File: config.mk
export PLATFORM = sky130hd
export DESIGN_NAME = fetch_pc_unit
export DESIGN_NICKNAME = d
export VERILOG_FILES = /design/src/rtl/fetch_pc_unit.sv
export SDC_FILE = /design/constraint.sdc
export NUM_CORES = 1
export LEC_CHECK = 0
export ABC_AREA = 1
export BUFFER_PORTS_ARGS = -buffer_cell sky130_fd_sc_hd__buf_2
export CAP_MARGIN = 20
export CELL_PAD_IN_SITES_DETAIL_PLACEMENT = 0
export CELL_PAD_IN_SITES_GLOBAL_PLACEMENT = 1
export CORE_MARGIN = 8
export CORE_UTILIZATION = 46
export DETAILED_ROUTE_END_ITERATION = 8
export GPL_TIMING_DRIVEN = 1
export PLACE_DENSITY = 0.79
export SLEW_MARGIN = 5
export SYNTH_ARGS = -nofsm -noshare
export SYNTH_HDL_FRONTEND = slang
export SYNTH_SLANG_ARGS = --single-unit
File: constraint.sdc
create_clock -name clk -period 4.1 [get_ports clk]
set_clock_uncertainty 0.1 [all_clocks]
set_input_delay 0.82 -clock clk [delete_from_list [all_inputs] [get_ports clk]]
set_output_delay 0.82 -clock clk [all_outputs]
set_load 0.005 [all_outputs]
File: src/rtl/fetch_pc_unit.sv
// Fetch-stage next-PC generator with a prediction queue checked at EXEC.
// Optional FETCH_PC_STATS_EN adds saturating branch/mispredict counters.
module fetch_pc_unit #(
  parameter logic [31:0] RESET_PC    = 32'h0000_0000,
  parameter int unsigned INSTR_BYTES = 4,
  parameter int unsigned PQ_DEPTH    = 4,
  localparam int unsigned PW = $clog2(PQ_DEPTH),
  localparam int unsigned CW = PW + 1
) (
  input  logic          clk,
  input  logic          rst,
  input  logic          stall,
  input  logic [31:0]   f_predict_addr,
  input  logic          f_predict_valid,
  input  logic          x_valid,
  input  logic          x_is_branch,
  input  logic          x_taken,
  input  logic [31:0]   x_target,
  output logic [31:0]   f_pc,
  output logic          f_pc_valid,
  output logic          x_mispredict,
  output logic [31:0]   x_redirect_pc,
  output logic [CW-1:0] pq_count,
  output logic          x_err
`ifdef FETCH_PC_STATS_EN
  ,
  output logic [31:0]   stat_branches,
  output logic [31:0]   stat_mispredicts
`endif
);

  localparam logic [CW-1:0] FULL_CNT = CW'(PQ_DEPTH);
  localparam logic [31:0]   STEP     = 32'(INSTR_BYTES);

  logic [31:0]         f_pc_q, f_pc_d;
  logic [CW-1:0]       cnt_q, cnt_d;
  logic [PW-1:0]       wr_q, wr_d;
  logic [PW-1:0]       rd_q, rd_d;
  logic                err_q, err_d;
  logic [PQ_DEPTH-1:0] tk_q, tk_d;
  logic [31:0]         tgt_q [PQ_DEPTH];
  logic [31:0]         tgt_d [PQ_DEPTH];
  logic [31:0]         ft_q  [PQ_DEPTH];
  logic [31:0]         ft_d  [PQ_DEPTH];

  logic        pq_empty;
  logic        pop;
  logic        fire;
  logic        pc_valid;
  logic        mispredict;
  logic        br_miss;
  logic        h_taken;
  logic [31:0] h_target;
  logic [31:0] h_ft;
  logic [31:0] redirect;
  logic [31:0] seq_pc;

  always_comb begin
    pq_empty = (cnt_q == '0);
    pop      = x_valid & ~pq_empty;
    h_taken  = tk_q[rd_q];
    h_target = tgt_q[rd_q];
    h_ft     = ft_q[rd_q];
    br_miss  = (x_taken != h_taken)
             | (x_taken & (x_target != h_target));
    // a non-branch that was predicted taken is an aliased prediction
    mispredict = pop & (x_is_branch ? br_miss : h_taken);
    redirect   = (x_is_branch & x_taken) ? x_target : h_ft;
    pc_valid   = (cnt_q != FULL_CNT) | pop;
    fire       = pc_valid & ~stall & ~mispredict;
    seq_pc     = f_pc_q + STEP;
  end

  always_comb begin
    f_pc_d = f_pc_q;
    cnt_d  = cnt_q;
    wr_d   = wr_q;
    rd_d   = rd_q;
    tk_d   = tk_q;
    tgt_d  = tgt_q;
    ft_d   = ft_q;
    err_d  = err_q | (x_valid & pq_empty);

    if (mispredict) begin
      f_pc_d = redirect;
      cnt_d  = '0;
      wr_d   = '0;
      rd_d   = '0;
    end else begin
      if (fire) begin
        f_pc_d       = f_predict_valid ? f_predict_addr : seq_pc;
        tk_d[wr_q]   = f_predict_valid;
        tgt_d[wr_q]  = f_predict_addr;
        ft_d[wr_q]   = seq_pc;
        wr_d         = wr_q + PW'(1);
      end
      if (pop) begin
        rd_d = rd_q + PW'(1);
      end
      cnt_d = cnt_q + CW'(fire) - CW'(pop);
    end
  end

  always_ff @(posedge clk) begin
    if (rst) begin
      f_pc_q <= RESET_PC;
      cnt_q  <= '0;
      wr_q   <= '0;
      rd_q   <= '0;
      err_q  <= 1'b0;
      tk_q   <= '0;
    end else begin
      f_pc_q <= f_pc_d;
      cnt_q  <= cnt_d;
      wr_q   <= wr_d;
      rd_q   <= rd_d;
      err_q  <= err_d;
      tk_q   <= tk_d;
    end
  end

  // payload is only read under a nonzero count, so it needs no reset
  always_ff @(posedge clk) begin
    tgt_q <= tgt_d;
    ft_q  <= ft_d;
  end

  assign f_pc          = f_pc_q;
  assign f_pc_valid    = pc_valid;
  assign x_mispredict  = mispredict;
  assign x_redirect_pc = redirect;
  assign pq_count      = cnt_q;
  assign x_err         = err_q;

`ifdef FETCH_PC_STATS_EN
  logic [31:0] br_q, br_d;
  logic [31:0] mis_q, mis_d;

  always_comb begin
    br_d  = br_q;
    mis_d = mis_q;
    if (pop & x_is_branch & (br_q != '1)) begin
      br_d = br_q + 32'd1;
    end
    if (mispredict & (mis_q != '1)) begin
      mis_d = mis_q + 32'd1;
    end
  end

  always_ff @(posedge clk) begin
    if (rst) begin
      br_q  <= '0;
      mis_q <= '0;
    end else begin
      br_q  <= br_d;
      mis_q <= mis_d;
    end
  end

  assign stat_branches    = br_q;
  assign stat_mispredicts = mis_q;
`endif

endmodule
==> qor.log <==
[clock_tree] clock tree buffer depth 3
[clock_tree] TritonCTS clock tree done
[global_route] combined global-route utilization of all metal layers 0.234
[yosys] Synth Instances 1456
[worst_setup_path] Crit path arrival time 3.01 ns
[routing] total number of vias 10938
[clock_tree] Skew-Pair Late Insertion Delay 0.52 ns
[worst_setup_path] worst setup path class flop to output pin
[worst_setup_path] maximum fanout along the worst path 24
[routing] post-detailed-route wirelength per cell 21.3 um
[timing] final worst path period share 0.959
[floorplanning] chip width 189 um
[hold_path] Min-Delay Path Class flop to flop
[yosys] largest area contributor in the netlist sky130_fd_sc_hd__edfxtp_1
[clock_tree] Clock Root Buffer sky130_fd_sc_hd__clkbuf_16
[timing] fmax 254 MHz
[place] Detailed Place HPWL 28100 um
[yosys] cells taking the most area after synthesis sky130_fd_sc_hd__edfxtp_1, sky130_fd_sc_hd__nand2_1, sky130_fd_sc_hd__nand3_1
[place] placer's final routability congestion estimate 0.839
[layout] multi-input combinational cell area 4510 um^2
[timing] Post-Route Setup TNS 0 ns
[clock_tree] clock sinks 300
[worst_setup_path] kind of launch point of the worst setup path flop
[routing] Starting DRT DRC Count 913
[routing] sum of routed wire length over all layers 42400 um
[layout] most frequent standard cell in the layout excluding fill and tap cells sky130_fd_sc_hd__nand2_1
[clock_tree] hold_buf cts 0
[floorplanning] die height 189 um
[yosys] number of library cell types mapped by synthesis 31
[clock_tree] buffer count from post-CTS setup fixing 0
[layout] layout-stage area growth over the synthesis result 15.9%
[yosys] Avg Synthesized Cell Area 9.49 um^2
[power_and_ir_drop] static leakage power 6.75 nW
[power_and_ir_drop] Max rail drop VDD 381 uV
[routing] post-route antenna net violation count 0
[timing] number of hold violations in the final report 0
[routing] length of the first detailed-routing pass in iterations 5
[run_status] status finished clean
[layout] fraction of layout cells with a size suffix above 1 0.145
[global_route] antenna violations before repair 1
[global_route] via count of the first global-routing pass 10607
[worst_setup_path] critical path capture point type output pin
[routing] DRC viols 0
[place] number of I/O port buffers 140
[layout] layout net count 1661
[layout] final-layout fill cell count 2689
[floorplanning] starting density of the core 0.466
[timing] RSZ-0062 raised after global routing no
[flow_run] count of maximum capacitance violations 0
[yosys] count of synthesis-stage warnings from yosys 0
[yosys] total nets after synthesis 1535
[timing] worst relative slew slack 0.437
[routing] via-per-instance ratio 5.49
[yosys] portion of the post-synthesis area used by sequential elements 0.620
[yosys] portion of synthesized cell area occupied by the leading cell type 0.556
[timing] pins over their slew limit 0
[power_and_ir_drop] Cell Pwr Density 571 nW/um^2
[timing] endpoints failing setup 0
[clock_tree] H-tree depth 2
[floorplanning] num ports 141
[timing] actual slew at the worst max-slew pin 0.843 ns
[global_route] aggregate global routing overflow 0
[layout] leading cell types in the layout, fill and taps excluded sky130_fd_sc_hd__nand2_1, sky130_fd_sc_hd__edfxtp_1, sky130_fd_sc_hd__nand3_1
[layout] register area 8570 um^2
[worst_setup_path] CP required 3.18 ns
[timing] clock period minus final worst setup slack 3.93 ns
[yosys] number of flip-flops and latches in the synthesized netlist 300
[clock_tree] clock transition at the registers of the reported paths 0.05 ns
[layout] Inserted Diodes 0
[layout] Util after Layout 0.540
[floorplanning] DIE AREA 35800 um^2
[floorplanning] cell row count 63
[global_route] maximum number of pins on one net before global-route repair 132
[floorplanning] Core Area 29600 um^2
[global_route] first-pass GRT wire length 64600 um
[clock_tree] cts bufs inserted 35
[yosys] synthesized cell area 13800 um^2
-- what timing repair did --
| item | CTS | global route |
|---|---|---|
| endpoints found under the setup margin | 1 | 2 |
| pin swaps | 0 | 0 |
| gates cloned | 0 | 1 |
| resized for setup | 1 | 5 |
-- flip-flops by register name (all words and copies together), names as in the netlist --
| signal | count |
|---|---|
| ft_q | 128 |
| tgt_q | 128 |
| f_pc | 32 |
| tk_q | 4 |
| pq_count | 3 |
| rd_q | 2 |
| wr_q | 2 |
| x_err | 1 |
-- cells in the mapped netlist, drive strengths merged --
library cell	instances
a21oi	6
a31oi	9
buf	41
clkbuf	41
dfxtp	44
edfxtp	256
fa	1
ha	7
inv	95
mux2	2
nand2	416
nand3	227
nand3b	1
nand4	5
nor2	145
nor3	6
nor4	3
o211ai	1
o21ai	91
o22ai	25
or2	1
xnor2	12
xor2	21
-- path summary, 6_finish.rpt --
check | start | endpoint | slack [ns] | depth (start not counted)
setup / recovery | rd_q[0] | x_mispredict | 0.17 | 15
hold / removal | x_err | x_err | 0.35 | 2
setup reg to reg | rd_q[0] | pq_count[2] | 0.41 | 20
hold reg to reg | x_err | x_err | 0.35 | 2
-- metal layers --
layer	up-vias	wire [um]	global-route usage
li1	5183	-	-
met1	5243	17300	0.297
met2	446	20600	0.396
met3	64	2910	0.0392
met4	2	1550	0.0902
met5	-	10	0
-- worst max-delay path: stages (launching register included) --
cell	delay, ns
sky130_fd_sc_hd__dfxtp_4	0.38
sky130_fd_sc_hd__inv_6	0.19
sky130_fd_sc_hd__buf_6	0.25
sky130_fd_sc_hd__nand2_1	0.07
sky130_fd_sc_hd__nand3_1	0.10
sky130_fd_sc_hd__nand3b_1	0.21
sky130_fd_sc_hd__nor2_1	0.16
sky130_fd_sc_hd__nand2_1	0.06
sky130_fd_sc_hd__nor2_1	0.08
sky130_fd_sc_hd__nand2_1	0.06
sky130_fd_sc_hd__nor2_1	0.25
sky130_fd_sc_hd__nand3_2	0.16
sky130_fd_sc_hd__nand2_2	0.13
sky130_fd_sc_hd__buf_4	0.22
sky130_fd_sc_hd__inv_2	0.06
sky130_fd_sc_hd__buf_2	0.12
-- cell families after synthesis --
kind of cell	synth area share
AO/OA/AOI/OAI	0.0515
adder cells (fa/ha/maj)	0.00779
flip-flops	0.620
XOR/XNOR	0.0209
buffers and inverters	0.0544
AND/OR/NAND/NOR	0.243
multiplexers	0.00163
-- through the flow --
stage / area, um^2 / setup slack [ns] / instances / hold slack, ns / total power [mW]
after global placement: 15000 / 0.300 / 1934 / 0.331 / 6.37
final: 16000 / 0.168 / 1994 / 0.353 / 9.14
after global routing: 16000 / 0.00564 / 1994 / 0.368 / 9.63
after floorplan: 13800 / 0.468 / 1456 / 0.341 / 5.50
after detailed placement: 15000 / 0.272 / 1934 / 0.338 / 6.40
after CTS: 16000 / 0.0477 / 1993 / 0.349 / 9.15
-- where the power goes --
| group | switching, mW | leakage [nW] | internal [mW] |
|---|---|---|---|
| logic | 1.64 | 3.53 | 0.801 |
| clock network | 1.18 | 0.484 | 1.59 |
| registers | 0.183 | 2.74 | 3.75 |
-- layout make-up --
cell class / count / area share
Clock buffer: 47 / 0.0581
Inverter: 95 / 0.0227
Timing Repair Buffer: 171 / 0.0679
Sequential cell: 300 / 0.535
Multi-Input combinational cell: 979 / 0.282
Clock inverter: 12 / 0.00391
Tap cell: 390 / 0.0305
Note: power is estimated with default switching activity, not from simulation.
